==> config.mk <==
export PLATFORM = sky130hd
export DESIGN_NAME = alu_decode_issue
export DESIGN_NICKNAME = d
export VERILOG_FILES = /design/src/rtl/alu_decode_issue.sv
export SDC_FILE = /design/constraint.sdc
export NUM_CORES = 1
export LEC_CHECK = 0
export BUFFER_PORTS_ARGS = -buffer_cell sky130_fd_sc_hd__buf_2
export CORE_MARGIN = 2
export CORE_UTILIZATION = 51
export CTS_BUF_LIST = sky130_fd_sc_hd__clkbuf_8
export CTS_CLUSTER_SIZE = 30
export DETAILED_ROUTE_END_ITERATION = 8
export PLACE_DENSITY = 0.79
export RECOVER_POWER = 100
export SLEW_MARGIN = 20
export SYNTH_ARGS = -nofsm -noshare
export SYNTH_HDL_FRONTEND = slang
export SYNTH_SLANG_ARGS = --single-unit
==> constraint.sdc <==
create_clock -name clk -period 4.7 [get_ports clk]
set_input_delay 0.47 -clock clk [delete_from_list [all_inputs] [get_ports clk]]
set_output_delay 0.47 -clock clk [all_outputs]
set_load 0.01 [all_outputs]
==> src/rtl/alu_decode_issue.sv <==
// alu_decode_issue: MIPS ALU-op decoder in front of a 2-entry issue FIFO.
// Ports: clk/rst (async active-high), in_valid/in_ready + instr, rs_val,
// rt_val upstream; flush; out_valid/out_ready + alu_control, operand_a,
// operand_b, shamt, illegal downstream (head entry).
// Optional macro ALU_DECODE_SHIFT_EN enables SLL/SRL/SRA decode.
module alu_decode_issue (
  input  logic        clk,
  input  logic        rst,
  input  logic        in_valid,
  output logic        in_ready,
  input  logic [31:0] instr,
  input  logic [31:0] rs_val,
  input  logic [31:0] rt_val,
  input  logic        flush,
  output logic        out_valid,
  input  logic        out_ready,
  output logic [3:0]  alu_control,
  output logic [31:0] operand_a,
  output logic [31:0] operand_b,
  output logic [4:0]  shamt,
  output logic        illegal
);

  typedef struct packed {
    logic        illegal;
    logic [3:0]  alu;
    logic [31:0] a;
    logic [31:0] b;
    logic [4:0]  shamt;
  } entry_t;

  typedef enum logic [1:0] {
    EMPTY = 2'd0,
    ONE   = 2'd1,
    FULL  = 2'd2
  } state_e;

  localparam logic [1:0] B_RT   = 2'd0;
  localparam logic [1:0] B_SEXT = 2'd1;
  localparam logic [1:0] B_ZEXT = 2'd2;

  logic [5:0] opcode;
  logic [5:0] funct;
  logic       ok;
  logic       is_r;
  logic       nop;
  logic [3:0] op;
  logic [1:0] bsel;
  entry_t     dec;

  assign opcode = instr[31:26];
  assign funct  = instr[5:0];

  always_comb begin
    ok   = 1'b1;
    is_r = 1'b0;
    nop  = 1'b0;
    op   = 4'b0000;
    bsel = B_RT;
    unique case (opcode)
      6'h00: begin
        is_r = 1'b1;
        unique case (funct)
          6'h20, 6'h21: op = 4'b0010;
          6'h22, 6'h23: op = 4'b0110;
          6'h24:        op = 4'b0000;
          6'h25:        op = 4'b0001;
          6'h26:        op = 4'b0011;
          6'h27:        op = 4'b1100;
          6'h2A:        op = 4'b0111;
`ifdef ALU_DECODE_SHIFT_EN
          6'h00:        op = 4'b1000;
          6'h02:        op = 4'b1001;
          6'h03:        op = 4'b1010;
`else
          // Only the all-zero NOP survives with shifts disabled.
          6'h00: begin
            if (instr == 32'h0) begin
              op  = 4'b1000;
              nop = 1'b1;
            end else begin
              ok = 1'b0;
            end
          end
`endif
          default:      ok = 1'b0;
        endcase
      end
      6'h08, 6'h09, 6'h23, 6'h2B: begin
        op   = 4'b0010;
        bsel = B_SEXT;
      end
      6'h0A: begin
        op   = 4'b0111;
        bsel = B_SEXT;
      end
      6'h04, 6'h05: op = 4'b0110;
      6'h0C: begin
        op   = 4'b0000;
        bsel = B_ZEXT;
      end
      6'h0D: begin
        op   = 4'b0001;
        bsel = B_ZEXT;
      end
      6'h0E: begin
        op   = 4'b0011;
        bsel = B_ZEXT;
      end
      6'h0F: begin
        op   = 4'b1101;
        bsel = B_ZEXT;
      end
      default: ok = 1'b0;
    endcase
  end

  always_comb begin
    dec = '0;
    if (!ok) begin
      dec.illegal = 1'b1;
    end else begin
      dec.alu = op;
      if (!nop) begin
        dec.a = rs_val;
        case (bsel)
          B_SEXT:  dec.b = {{16{instr[15]}}, instr[15:0]};
          B_ZEXT:  dec.b = {16'h0, instr[15:0]};
          default: dec.b = rt_val;
        endcase
        dec.shamt = is_r ? instr[10:6] : 5'd0;
      end
    end
  end

  state_e state_q, state_d;
  entry_t slot0_q, slot0_d;
  entry_t slot1_q, slot1_d;
  logic   push;
  logic   pop;

  assign push = in_valid && in_ready;
  assign pop  = out_valid && out_ready;

  always_ff @(posedge clk or posedge rst) begin
    if (rst) begin
      state_q <= EMPTY;
      slot0_q <= '0;
      slot1_q <= '0;
    end else begin
      state_q <= state_d;
      slot0_q <= slot0_d;
      slot1_q <= slot1_d;
    end
  end

  // slot0 is always the head; slot1 shifts down on a pop from FULL.
  always_comb begin
    state_d = state_q;
    slot0_d = slot0_q;
    slot1_d = slot1_q;
    if (flush) begin
      state_d = EMPTY;
    end else begin
      unique case (state_q)
        EMPTY: begin
          if (push) begin
            state_d = ONE;
            slot0_d = dec;
          end
        end
        ONE: begin
          if (push && pop) begin
            slot0_d = dec;
          end else if (push) begin
            state_d = FULL;
            slot1_d = dec;
          end else if (pop) begin
            state_d = EMPTY;
          end
        end
        FULL: begin
          if (pop) begin
            slot0_d = slot1_q;
            if (push) slot1_d = dec;
            else      state_d = ONE;
          end
        end
        default: state_d = EMPTY;
      endcase
    end
  end

  always_comb begin
    out_valid   = (state_q != EMPTY);
    in_ready    = (state_q != FULL) || out_ready;
    illegal     = 1'b0;
    alu_control = 4'b0000;
    operand_a   = 32'h0;
    operand_b   = 32'h0;
    shamt       = 5'd0;
    if (out_valid) begin
      illegal     = slot0_q.illegal;
      alu_control = slot0_q.alu;
      operand_a   = slot0_q.a;
      operand_b   = slot0_q.b;
      shamt       = slot0_q.shamt;
    end
  end

endmodule

==> results of run 1 <==
through the flow:
stage	instances	setup WS (ps)	total power [W]	hold WS, ps
after CTS	1151	1745	0.003153	173.0
after floorplan	824	193.6	0.001951	441.8
after global routing	1152	765.5	0.003296	210.9
after detailed placement	1119	1742	0.002169	465.8
after global placement	1119	1599	0.002154	459.0
final	1153	991.6	0.003139	221.9
placed cells by master (no fill, tap or decap), types with 3 or more instances in the layout:
cell type	instances
dfrtp_1	150
buf_2	137
a21oi_1	124
nor2_1	72
nand2_1	55
and2_1	41
clkbuf_1	41
o211ai_1	35
and2_0	34
o31ai_1	32
a22o_1	32
o21a_1	17
a22oi_1	17
a211o_1	17
clkbuf_8	17
a31oi_1	16
o41ai_1	16
buf_4	11
o21ai_0	9
inv_1	7
nor2b_1	6
a32o_1	6
nor4_1	6
o22ai_1	6
nand2b_1	5
nand3_1	5
nor3_1	4
inv_6	3
clkinv_4	3
clkinvlp_4	3
clkinv_2	3
clkbuf_2	3
registers in the layout, indices dropped and copies added, names as in the netlist:
register  cells
slot1_q      74
slot0_q      74
state_q       2
kinds of logic after synthesis:
kind of cell	after synthesis	synth area share (%)
compound gates	338	29.68
simple gates	240	15.52
flops	150	48.31
buf+inv	91	5.813
xor+xnor	2	0.2255
fa+ha+maj	2	0.3220
mux	1	0.1288
metal layers:
metal  global-route usage (%)  share of wire [%]  wire [um]  vias up
li1                         -                  -          -     3259
met1                    38.41                 44       9499     3527
met2                    41.40                 47      10010      306
met3                    4.858                7.3       1554       27
met4                    9.438                1.6        349        0
met5                        0                  0          0        -
path summary, 6_finish.rpt:
check,startpoint,to,slack [ps],cells past startpoint
max,state_q[1]$_DFFE_PP0P_,slot0_q[2]$_DFFE_PP0P_,990,7
min,rs_val[26],slot1_q[63]$_DFFE_PP0P_,220,2
max reg2reg,state_q[1]$_DFFE_PP0P_,slot0_q[2]$_DFFE_PP0P_,990,7
min reg2reg,slot1_q[19]$_DFFE_PP0P_,slot1_q[19]$_DFFE_PP0P_,480,2
max in group asynchronous,rst,slot1_q[44]$_DFFE_PP0P_,1490,3
min in group asynchronous,rst,slot1_q[29]$_DFFE_PP0P_,1170,2
layout make-up:
type,count,area (um^2),share of cell area (%)
Tap cell,188,235.2,2.632
Timing Repair Buffer,193,957.2,10.71
Antenna cell,1,2.502,0.02800
Clock inverter,15,153.9,1.722
Inverter,6,22.52,0.2520
Clock buffer,17,234.0,2.618
Multi-Input combinational cell,583,3580,40.05
Sequential cell,150,3754,41.99
report_power, final:
part / switching (W) / leakage [nW] / internal [W]
registers: 0.0000942 / 1.95 / 0.00146
logic: 0.000349 / 1.84 / 0.000239
clock network: 0.000524 / 0.194 / 0.000472
==> impl_results.md, run 1 <==
* Final setup viols at 0
* Finished Core Util at 59.46%
* Final wirelength at 21410 um
* Final min period at 3708 ps
* Worst setup SP type: flip-flop
* Power Dens Cells at 351.1 mW/mm^2
* Drt first pass iters at 5
* Hold Buf Count CTS at 0
* Leakage at 3.990 nW
* Routed Antenna Nets at 0
* Top cells by area, synth: dfrtp_1, a21oi_1, and2_1, a22o_1, nor2_1
* Fin crit share at 78.90%
* Number of synthesized register bits at 150
* Cts bufs inserted at 17
* Critical path class: reg -> reg
* Mapped Avg Cell Area at 9.430 um^2
* Cell area after layout at 0.008939 mm^2
* Synth Cell Area at 0.007770 mm^2
* Sequential share of the synthesized area at 48.31%
* Clk pin slew, worst setup/hold paths at 90 ps
* Initial Util at 51.69%
* Clock buffer depth at 2
* Synth top cells by count: dfrtp_1, a21oi_1, and2_1
* Min-delay worst type: in -> reg
* Post-CTS Setup Inserts at 0
* H-tree depth at 4
* GRT Util Overall at 26.86%
* Slowest stage delay, CP at 1480 ps
* Clock sinks at 150
* Primary FF master, synth: dfrtp_1
* Core ar. at 0.01503 mm^2
* Least-Margin Pin Slew at 3256 ps
* I/O Pins at 177
* Clock root buffer: clkbuf_8
* CP Cell Sequence: nor2b_1 > buf_4 > a22oi_1 > or2_2 > clkbuf_2 > a21oi_1 > o22ai_1
* Synthesized instance count at 824
* Delay-heaviest family, CP: compound AO/OA/AOI/OAI gates
* Total grt overflow at 0
* EDFF count, synth at 0
* DIE WIDTH at 127.4 um
* Setup_tns at 0 ps
* Status: finished with violations
* # DRC at 0
* Max-slew violations at 212
* Synth Net Count at 927
* Max_slew headroom at -117.1%
* Initial DRC count at 737
* Share of cells above drive strength 1 at 19.92%
* Gpl congestion at 0.8210
* Largest net degree at the start of global routing at 87
* CTS resizes at 0
* RSZ-0062 raised after global routing: false
* CTS tree: yes
* Height of the die at 127.4 um
* Hpwl dp at 13170 um
* Share of the synthesized area in the top cell type at 48.31%
* DP Area at 0.008612 mm^2
* Full die area at 0.01624 mm^2
* Failing checks: capacitance limit, slew limit
* Maximum vdd ir drop at 0.0002078 V
* Highest clock rate at 269.7 MHz
* Largest fanout on the critical path at 41
* # rows at 45
* Cell with the most instances after synthesis: dfrtp_1
* Port buffer count at 176
* Asr flop ratio synth at 100.0%
* Net count, final at 1054
* WL/cell at 18.57 um
* Post-DR vias/cell at 6.174
* CP Buf/Inv Count at 2
* First-pass GRT wire length at 34790 um
* CP required at 5090 ps
* Hold Fails Final Rpt at 0
* Clock Skews at 14.27 ps
* Fill cells at 1358
* Synth cell types at 49
* Vias in the first global route at 6787
* Crit. End Element: flip-flop
* Maxcap violations at 5
* P&R area growth vs syn at 15.04%
* Total via count in the routed design at 7119
* CP arrival at 4100 ps
* Clk_lat worst skew at 480 ps
* Synth Warn # at 0
* Post-synthesis cell type with the largest combined area: dfrtp_1
* Initial antenna violation count at 1
* Slowest cell on the critical path: a22oi_1
(Power assumes the default switching activity.)
==> run 2, diff against run 1 <==
- clock period: 4.7 -> 3.3 ns (I/O delays scaled with it)
==> run 2 against run 1 <==
Net effect: the flow still finishes with violations (capacitance limit, slew limit); via count decreased by 0.66%; power increased by 45%; die area unchanged; global-route usage increased by 0.17 points; count of clock-buffer cells in the layout increased by 2; routed wire length increased by 1.1%; final cell count unchanged; register-to-register slack got worse by 490 ps; combinational power increased by 45%; sequential share of layout area decreased by 0.40 points; worst setup slack got worse by 490 ps; non-clock buffer count increased by 1.
==> impl_results.md, run 2 (synthesis results as in run 1) <==
* Status: finished with violations (unchanged)
* Failing checks: capacitance limit, slew limit (unchanged)
* Maximum vdd ir drop at 0.0002354 V (was 0.0002078 V)
* Total via count in the routed design at 7072 (was 7119)
* Worst-case hold slack at 103.3 ps (was 221.9 ps)
* Hold Fails Final Rpt at 0 (unchanged)
* Internal power at 0.003211 W (was 0.002172 W)
* Gpl congestion at 0.8264 (was 0.8210)
* Hold Buf Count CTS at 0 (unchanged)
* # DRC at 0 (unchanged)
* Final setup viols at 0 (unchanged)
* Worst setup SP type: flip-flop (unchanged)
* Net Sw Power at 0.001346 W (was 0.0009668 W)
* GRT Util Overall at 27.03% (was 26.86%)
* Sequential share of power at 48.5% (was 49.5%)
* Top flop regs: slot0_q (74), slot1_q (74), state_q (2) (unchanged)
* Vias in the first global route at 6847 (was 6787)
* Net count, final at 1055 (was 1054)
* CP required at 3660 ps (was 5090 ps)
* Share of cells above drive strength 1 at 20.41% (was 19.92%)
* Total grt overflow at 0 (unchanged)
* Cts bufs inserted at 17 (unchanged)
* CTS resizes at 0 (unchanged)
* Clock Skews at 10.58 ps (was 14.27 ps)
* Most frequent cells in the layout: dfrtp_1, buf_2, a21oi_1, nor2_1, nand2_1 (unchanged)
* Drt first pass iters at 5 (unchanged)
* Clock Power Share at 32.9% (was 31.8%)
* Height of the die at 127.4 um (unchanged)
* WL/cell at 18.78 um (was 18.57 um)
* Fin crit share at 84.76% (was 78.90%)
* First-pass GRT wire length at 35320 um (was 34790 um)
* Final wirelength at 21660 um (was 21410 um)
* # rows at 45 (unchanged)
* Clock buffer depth at 2 (unchanged)
* Port buffer count at 176 (unchanged)
* Critical path class: reg -> reg (unchanged)
* Clk_lat worst skew at 460 ps (was 480 ps)
* Cell count after placement at 1120 (was 1119)
* H-tree depth at 4 (unchanged)
* Initial antenna violation count at 0 (was 1)
* Post-DR vias/cell at 6.134 (was 6.174)
* Hpwl dp at 13160 um (was 13170 um)
* Leakage at 4.037 nW (was 3.990 nW)
* Full die area at 0.01624 mm^2 (unchanged)
* Core ar. at 0.01503 mm^2 (unchanged)
* Least-Margin Pin Slew at 2061 ps (was 3256 ps)
* Power Dens Cells at 505.0 mW/mm^2 (was 351.1 mW/mm^2)
* Max_slew headroom at -37.39% (was -117.1%)
* Largest net degree at the start of global routing at 151 (was 87)
* I/O Pins at 177 (unchanged)
* Initial Util at 51.69% (unchanged)
* Clock sinks at 150 (unchanged)
* P&R area growth vs syn at 16.14% (was 15.04%)
* Finished Layout Cells at 1153 (unchanged)
* Maxcap violations at 1 (was 5)
* CTS tree: yes (unchanged)
* Finished Core Util at 60.02% (was 59.46%)
* CP arrival at 3160 ps (was 4100 ps)
* Clock root buffer: clkbuf_8 (unchanged)
* Fill cells at 1315 (was 1358)
* Antenna Cells at 0 (was 1)
* Initial DRC count at 816 (was 737)
* Largest fanout on the critical path at 32 (was 41)
* Min-delay worst type: in -> reg (unchanged)
* DIE WIDTH at 127.4 um (unchanged)
* Crit. End Element: flip-flop (unchanged)
* Most common cell after layout, fill and taps aside: dfrtp_1 (unchanged)
* Setup_tns at 0 ps (unchanged)
* Clk pin slew, worst setup/hold paths at 90 ps (about the same)
* Max-slew violations at 151 (was 212)
* Post-CTS Setup Inserts at 0 (unchanged)
* Combinational Power Share at 18.7% (about the same)
* Routed Antenna Nets at 0 (unchanged)
* RSZ-0062 raised after global routing: false (unchanged)
* Switch share at 29.54% (was 30.80%)
* Highest clock rate at 357.5 MHz (was 269.7 MHz)
* Final min period at 2797 ps (was 3708 ps)
[run 2: changes by cell type in the layout (fill, tap and decap cells not counted), sizes merged]
cell / change
clkinv: -2
clkinvlp: +1
bufinv: +1
clkbuf: -3
diode: -1
buf: +6
inv: -2
[run 2: critical path: stages (launching register included)]
cell and delay [ps]:
dfrtp_1 450, nor2b_1 270, a22oi_1 200, nor2_4 410
buf_12 250, clkbuf_2 630, nand2_1 230, o211ai_1 240
[run 2: routing by layer]
layer,routed length (um),up-vias,part of all wire (%),global-route usage (%)
met5,0,-,0,0
met4,438,0,2.0,9.502
met3,1518,37,7.0,4.858
met2,10190,315,47,42.47
met1,9516,3466,44,37.94
li1,-,3254,-,-
[run 2: area by class of cell]
cell class,instances,area [um^2],share of cell area (%)
repair buffers,194,1027,11.38
multi-input cells,583,3563,39.49
well taps,188,235.2,2.607
inverters,6,26.28,0.2912
clock buffers,19,261.5,2.898
clock inverters,13,156.4,1.733
flip-flops and latches,150,3754,41.60
[run 2: stage by stage]
| step | power [W] | instance area (um^2) | setup slack [ps] |
|---|---|---|---|
| 2_1_floorplan | 0.002779 | 7774 | 882.6 |
| 5_1_grt | 0.004786 | 9024 | 374.9 |
| 3_5_place_dp | 0.003102 | 8676 | 540.2 |
| 3_3_place_gp | 0.003066 | 8646 | 685.8 |
| 4_1_cts | 0.004587 | 9094 | 440.0 |
| 6_report | 0.004557 | 9024 | 503.0 |
[run 2: path summary, 6_finish.rpt]
path | from | to | slack (ps) | cells past startpoint
max in group asynchronous | rst | slot1_q[8]$_DFFE_PP0P_ | 1400 | 3
worst max-delay path | state_q[1]$_DFFE_PP0P_ | slot0_q[69]$_DFFE_PP0P_ | 500 | 7
worst max register to register | state_q[1]$_DFFE_PP0P_ | slot0_q[69]$_DFFE_PP0P_ | 500 | 7
worst min-delay path | rs_val[4] | slot1_q[41]$_DFFE_PP0P_ | 100 | 2
worst min register to register | slot1_q[18]$_DFFE_PP0P_ | slot1_q[18]$_DFFE_PP0P_ | 480 | 2
min in group asynchronous | rst | slot0_q[30]$_DFFE_PP0P_ | 670 | 3
[run 2: power groups by stage]
stage / logic [W] / clock network [W] / registers (W)
6_report: 0.000850 / 0.00150 / 0.00221
5_1_grt: 0.000950 / 0.00160 / 0.00224
4_1_cts: 0.000867 / 0.00152 / 0.00220
3_5_place_dp: 0.000864 / 0 / 0.00224
3_3_place_gp: 0.000835 / 0 / 0.00223
2_1_floorplan: 0.000580 / 0 / 0.00220
